--- src/rtl/death_anim_reader.sv ---
// Death-animation sprite sequencer: frame/tick FSM, ROM address generation and a
// three-register pixel pipeline (address, ROM, output) with colour-key transparency.
module death_anim_reader #(
    parameter int unsigned SPR_W       = 32,
    parameter int unsigned SPR_H       = 32,
    parameter int unsigned N_FRAMES    = 5,
    parameter int unsigned FRAME_TICKS = 6,
    parameter logic [23:0] KEY_COLOR   = 24'hfffed2
) (
    input  logic        Clk,
    input  logic        Reset_n,
    input  logic        start,
    input  logic        frame_tick,
    input  logic [9:0]  DrawX,
    input  logic [9:0]  DrawY,
    input  logic [9:0]  SpriteX,
    input  logic [9:0]  SpriteY,
    output logic [18:0] read_address,
    output logic [2:0]  frame_sel,
    input  logic [23:0] rom_data,
    output logic        pix_valid,
    output logic [23:0] pix_color,
    output logic        busy,
    output logic        done
);

    localparam int unsigned ADDR_W  = 19;
    localparam int unsigned FRAME_W = 3;
    localparam int unsigned TICK_W  = (FRAME_TICKS > 1) ? $clog2(FRAME_TICKS) : 1;
    localparam int unsigned COORD_W = 11;

    typedef enum logic {IDLE, PLAY} state_e;

    state_e               state_q, state_d;
    logic [FRAME_W-1:0]   frame_q, frame_d;
    logic [TICK_W-1:0]    tick_q,  tick_d;
    logic                 done_q,  done_d;

    logic [COORD_W-1:0]   dx, dy;
    logic                 hit;
    logic [ADDR_W-1:0]    addr_d, addr_q;
    logic                 hit1_q, hit2_q;
    logic                 busy1_q, busy2_q;
    logic                 pix_valid_d, pix_valid_q;
    logic [23:0]          pix_color_d, pix_color_q;

    // State register
    always_ff @(posedge Clk or negedge Reset_n) begin
        if (!Reset_n) begin
            state_q <= IDLE;
            frame_q <= '0;
            tick_q  <= '0;
            done_q  <= 1'b0;
        end else begin
            state_q <= state_d;
            frame_q <= frame_d;
            tick_q  <= tick_d;
            done_q  <= done_d;
        end
    end

    // Next state: start always wins over a coincident frame_tick
    always_comb begin
        state_d = state_q;
        frame_d = frame_q;
        tick_d  = tick_q;
        done_d  = 1'b0;
        unique case (state_q)
            IDLE: begin
                if (start) begin
                    state_d = PLAY;
                    frame_d = '0;
                    tick_d  = '0;
                end
            end
            PLAY: begin
                if (start) begin
                    frame_d = '0;
                    tick_d  = '0;
                end else if (frame_tick) begin
                    if (tick_q < TICK_W'(FRAME_TICKS - 1)) begin
                        tick_d = tick_q + TICK_W'(1);
                    end else begin
                        tick_d = '0;
                        if (frame_q == FRAME_W'(N_FRAMES - 1)) begin
                            state_d = IDLE;
                            done_d  = 1'b1;
                        end else begin
                            frame_d = frame_q + FRAME_W'(1);
                        end
                    end
                end
            end
            default: state_d = IDLE;
        endcase
    end

    // FSM outputs
    always_comb begin
        busy      = (state_q == PLAY);
        done      = done_q;
        frame_sel = frame_q;
    end

    // Sprite-relative offset; a set sign bit means the scan is left of / above the sprite
    always_comb begin
        dx     = COORD_W'(DrawX) - COORD_W'(SpriteX);
        dy     = COORD_W'(DrawY) - COORD_W'(SpriteY);
        hit    = !dx[COORD_W-1] && (dx[9:0] < 10'(SPR_W)) &&
                 !dy[COORD_W-1] && (dy[9:0] < 10'(SPR_H));
        addr_d = hit ? (ADDR_W'(dy[9:0]) * ADDR_W'(SPR_W) + ADDR_W'(dx[9:0])) : '0;
    end

    always_comb begin
        pix_valid_d = hit2_q && busy2_q && (rom_data != KEY_COLOR);
        pix_color_d = pix_valid_d ? rom_data : '0;
    end

    // Pixel pipeline: hit/busy follow the address through the ROM's one-cycle latency
    always_ff @(posedge Clk or negedge Reset_n) begin
        if (!Reset_n) begin
            addr_q      <= '0;
            hit1_q      <= 1'b0;
            hit2_q      <= 1'b0;
            busy1_q     <= 1'b0;
            busy2_q     <= 1'b0;
            pix_valid_q <= 1'b0;
            pix_color_q <= '0;
        end else begin
            addr_q      <= addr_d;
            hit1_q      <= hit;
            hit2_q      <= hit1_q;
            busy1_q     <= busy;
            busy2_q     <= busy1_q;
            pix_valid_q <= pix_valid_d;
            pix_color_q <= pix_color_d;
        end
    end

    assign read_address = addr_q;
    assign pix_valid    = pix_valid_q;
    assign pix_color    = pix_color_q;

endmodule

--- config.mk ---
export PLATFORM = sky130hd
export DESIGN_NAME = death_anim_reader
export DESIGN_NICKNAME = d
export VERILOG_FILES = /design/src/rtl/death_anim_reader.sv
export SDC_FILE = /design/constraint.sdc
export NUM_CORES = 1
export LEC_CHECK = 0
export BUFFER_PORTS_ARGS = -buffer_cell sky130_fd_sc_hd__clkbuf_2
export CORE_MARGIN = 2
export CORE_UTILIZATION = 43
export CTS_CLUSTER_SIZE = 40
export DETAILED_ROUTE_END_ITERATION = 12
export PLACE_DENSITY_LB_ADDON = 0.3
export SLEW_MARGIN = 20
export SYNTH_ARGS = -nofsm -noshare
export SYNTH_HDL_FRONTEND = slang
export SYNTH_SLANG_ARGS = --single-unit
--- constraint.sdc ---
create_clock -name Clk -period 1.2 [get_ports Clk]
set_input_delay 0.06 -clock Clk [delete_from_list [all_inputs] [get_ports Clk]]
set_output_delay 0.06 -clock Clk [all_outputs]
set_load 0.005 [all_outputs]
==> flow_summary.toml <==
[detailed_routing]
routedWlPerCell_um = 15.4
wl_met2_um = 5210
drc_errors = 0
wl_met1_um = 3620
drt-total-wl_um = 9550
met3_length_um = 459
drt_iter0_drc = 105
routed_via_density = 5.01
vias = 3099
ant_nets = 0
top_layer_used = "met4"
drt_first_pass_iters = 4

[cts]
clk_latency_ns = 0.31
cts_tree = "yes"
cts-root-buf = "clkbuf_8"
clockBufferDepth = 2
clk_pin_slew_ns = 0.10
numCtsBuffers = 5
ctsHtreeMaxLevel = 2
numClockSinks = 53

[synth]
synth-warning-count = 0
synth_top_area_share_pct = 42.7
yosysTopAreaCell = "dfrtp_1"
syn_inst = 300
synth_ff_type = "dfrtp_1"
synth_area_mm2 = 0.00310
netlist_top_cells_count = "dfrtp_1 (53), inv_1 (37), ha_1 (28), and2_1 (24), nor2_1 (17)"
synthArstFlopShare_pct = 100
synth.area.top_cells = "dfrtp_1 (43%), ha_1 (11%), and2_1 (4.8%)"
synth.distinct_cells = 61
synth-seq-area-share_pct = 42.7
synth_edf_count = 0
yosysMostFrequentCell = "dfrtp_1"
ys_seq_elements = 53
synth_area_per_cell_um2 = 10.3

[critical_path]
r2r-start = "frame_sel[1]$_DFFE_PN0P_"
slowest_stage = "a311o_1"
cpMostUsedCell = "ha_4"
reg2reg_depth = 6
arrival_ns = 2.92
max_stage_delay_ns = 0.36
cp.required_ns = 1.39
worstSetupEndpointType = "register"
startpoint = "SpriteX[1]"
start_kind = "input pin"
r2r-end = "frame_sel[2]$_DFFE_PN0P_"
cp-endpoint = "read_address[10]$_DFF_PN0_"
cp_cell_sequence = "clkbuf_16 > inv_12 > ha_4 > nor2b_4 > o21a_1 > a311o_1 > o41a_1 > and2_4 > ha_4 > nand2_2 > a2111o_1 > a41oi_2 > o31ai_2 > xnor2_1 > nor3_2"
crit_fanout = 4
r2r_slack_ns = 0.01
critical_path_class = "in2reg"

[finish]
final_area_mm2 = 0.00528
syn_to_final_growth_pct = 70.2
ff_latch_area_mm2 = 0.00133
nNetsFinal = 620
multi_input_area_mm2 = 0.00206
drive_gt1_share_pct = 56.8
fin_util_pct = 76.5
nFillCells = 477
diodes = 0

[pwr]
power_leakage_nw = 2.69
p_per_area_mw_per_mm2 = 951
ir_drop_v = 0.000515

[floorplanning]
core_area_mm2 = 0.00691
start_util_pct = 44.9
die_area_mm2 = 0.00791
ios = 117
die_h_um = 89.0
num_rows = 30
die_width_um = 89.0

[placement]
gp_congestion = 0.817
port_buffers = 113
hpwl_um = 5900
placed_area_mm2 = 0.00439

[timing]
worst_slack_ns = -1.53
hold_viol = 0
clock_skew_ns = 0.0208
slew_violations = 0
fin_crit_sh_pct = 227
setup-violations-final = 37
fmax_ghz = 0.367
grt_setup_unrepaired = "yes"
setup_tns_ns = -27.49
fin_crit_ns = 2.73

[run]
maxCapViolCount = 0

[global_routing]
grt_pass1_wl_um = 13400
grt_pass1_vias = 3034
grt_max_degree = 54
grt-ovfl-total = 0
grt_util_all_layers_pct = 21.6
antenna_found_initial = 0

[worst_hold_path]
min_path_type = "in2reg"

[outcome]
status = "complete, but fails checks"
violations = "negative setup slack"
-- power breakdown --
group	switching, mW	total [mW]	internal, mW
sequential	0.00906	1.81	1.80
combinational	1.04	2.18	1.14
clock	0.614	1.04	0.423
-- state kept, by name (all words and copies together) (netlist names) --
register and cells:
pix_color 24, frame_sel 3, read_address 16, busy 1, busy2_q 1, pix_valid 1
done 1, tick_q 3, hit2_q 1, busy1_q 1, hit1_q 1
-- final cells by class --
type | instances | share of cell area, %
Inverter | 37 | 3.06
Multi-Input combinational cell | 209 | 39.0
Sequential cell | 53 | 25.1
Clock inverter | 3 | 0.474
Timing Repair Buffer | 216 | 28.8
Clock buffer | 5 | 1.30
Tap cell | 96 | 2.27
-- timing repair --
item,CTS,global route
buffers inserted,10,13
cloned,2,1
hold buffers,17,0
resized for setup,44,61
pin swaps,14,25
endpoints found under the setup margin,39,42
hold endpoints to repair,69,0
-- metrics by stage --
| stage | std cells | setup WS (ns) | hold slack (ns) | total power [mW] |
|---|---|---|---|---|
| after detailed placement | 571 | -1.79 | 0.0747 | 3.46 |
| after global routing | 619 | -1.61 | 0.00412 | 5.29 |
| final | 619 | -1.53 | 0.00940 | 5.02 |
| after floorplan | 307 | -1.45 | -0.236 | 2.77 |
| after global placement | 571 | -1.69 | 0.0762 | 3.41 |
| after CTS | 607 | -1.38 | 0.00201 | 4.67 |
-- worst max-delay path: cells and delay by family --
family                     cells  cell delay (ns)
AOI/OAI and AO/OA              6             1.54
xor gates and xnor gates       1             0.24
adders and majority gates      2             0.46
buffers and inverters          2             0.18
and+or+nand+nor                4             0.44
-- cell usage in the layout, fill, tap and decap left out, types with 6 or more instances in the layout --
cell type and n:
a21oi_1 6, nor3_2 9, inv_1 29, xor2_1 7
clkbuf_2 108, and2_4 25, buf_4 72, nand2_1 9
dlygate4sd3_1 17, nor3_1 6, dfrtp_1 53, ha_1 19
buf_6 13, conb_1 8, nor2_1 16, ha_4 9
-- metal layers --
metal / vias up / GRT usage [%]
li1: 1475 / -
met1: 1466 / 22.8
met2: 134 / 43.6
met3: 24 / 2.49
met4: 0 / 7.46
met5: - / 0
-- how the worst min path moves through the flow --
| stage | from | to | slack [ns] | cells after the start |
|---|---|---|---|---|
| floorplan | Reset_n | busy$_DFF_PN0_ | -0.24 | 0 |
| global placement | Reset_n | pix_color[10]$_DFF_PN0_ | 0.08 | 2 |
| detailed placement | Reset_n | pix_color[4]$_DFF_PN0_ | 0.07 | 2 |
| CTS | rom_data[16] | pix_color[16]$_DFF_PN0_ | 0.002 | 2 |
| global route | rom_data[16] | pix_color[16]$_DFF_PN0_ | 0.004 | 2 |
| finish | start | frame_sel[1]$_DFFE_PN0P_ | 0.009 | 2 |
-- logic make-up (layout without fill, tap and decap cells) --
kind of cell	after synthesis	count (layout)	share of synthesized area [%]
flops	53	53	42.7
simple gates	98	98	18.9
buf+inv	45	261	6.13
xor+xnor	16	16	4.96
fa+ha+maj	30	30	12.6
other cells	1	8	0.121
mux	2	2	0.645
compound gates	55	55	13.9
Power figures use the tool's default switching activity.
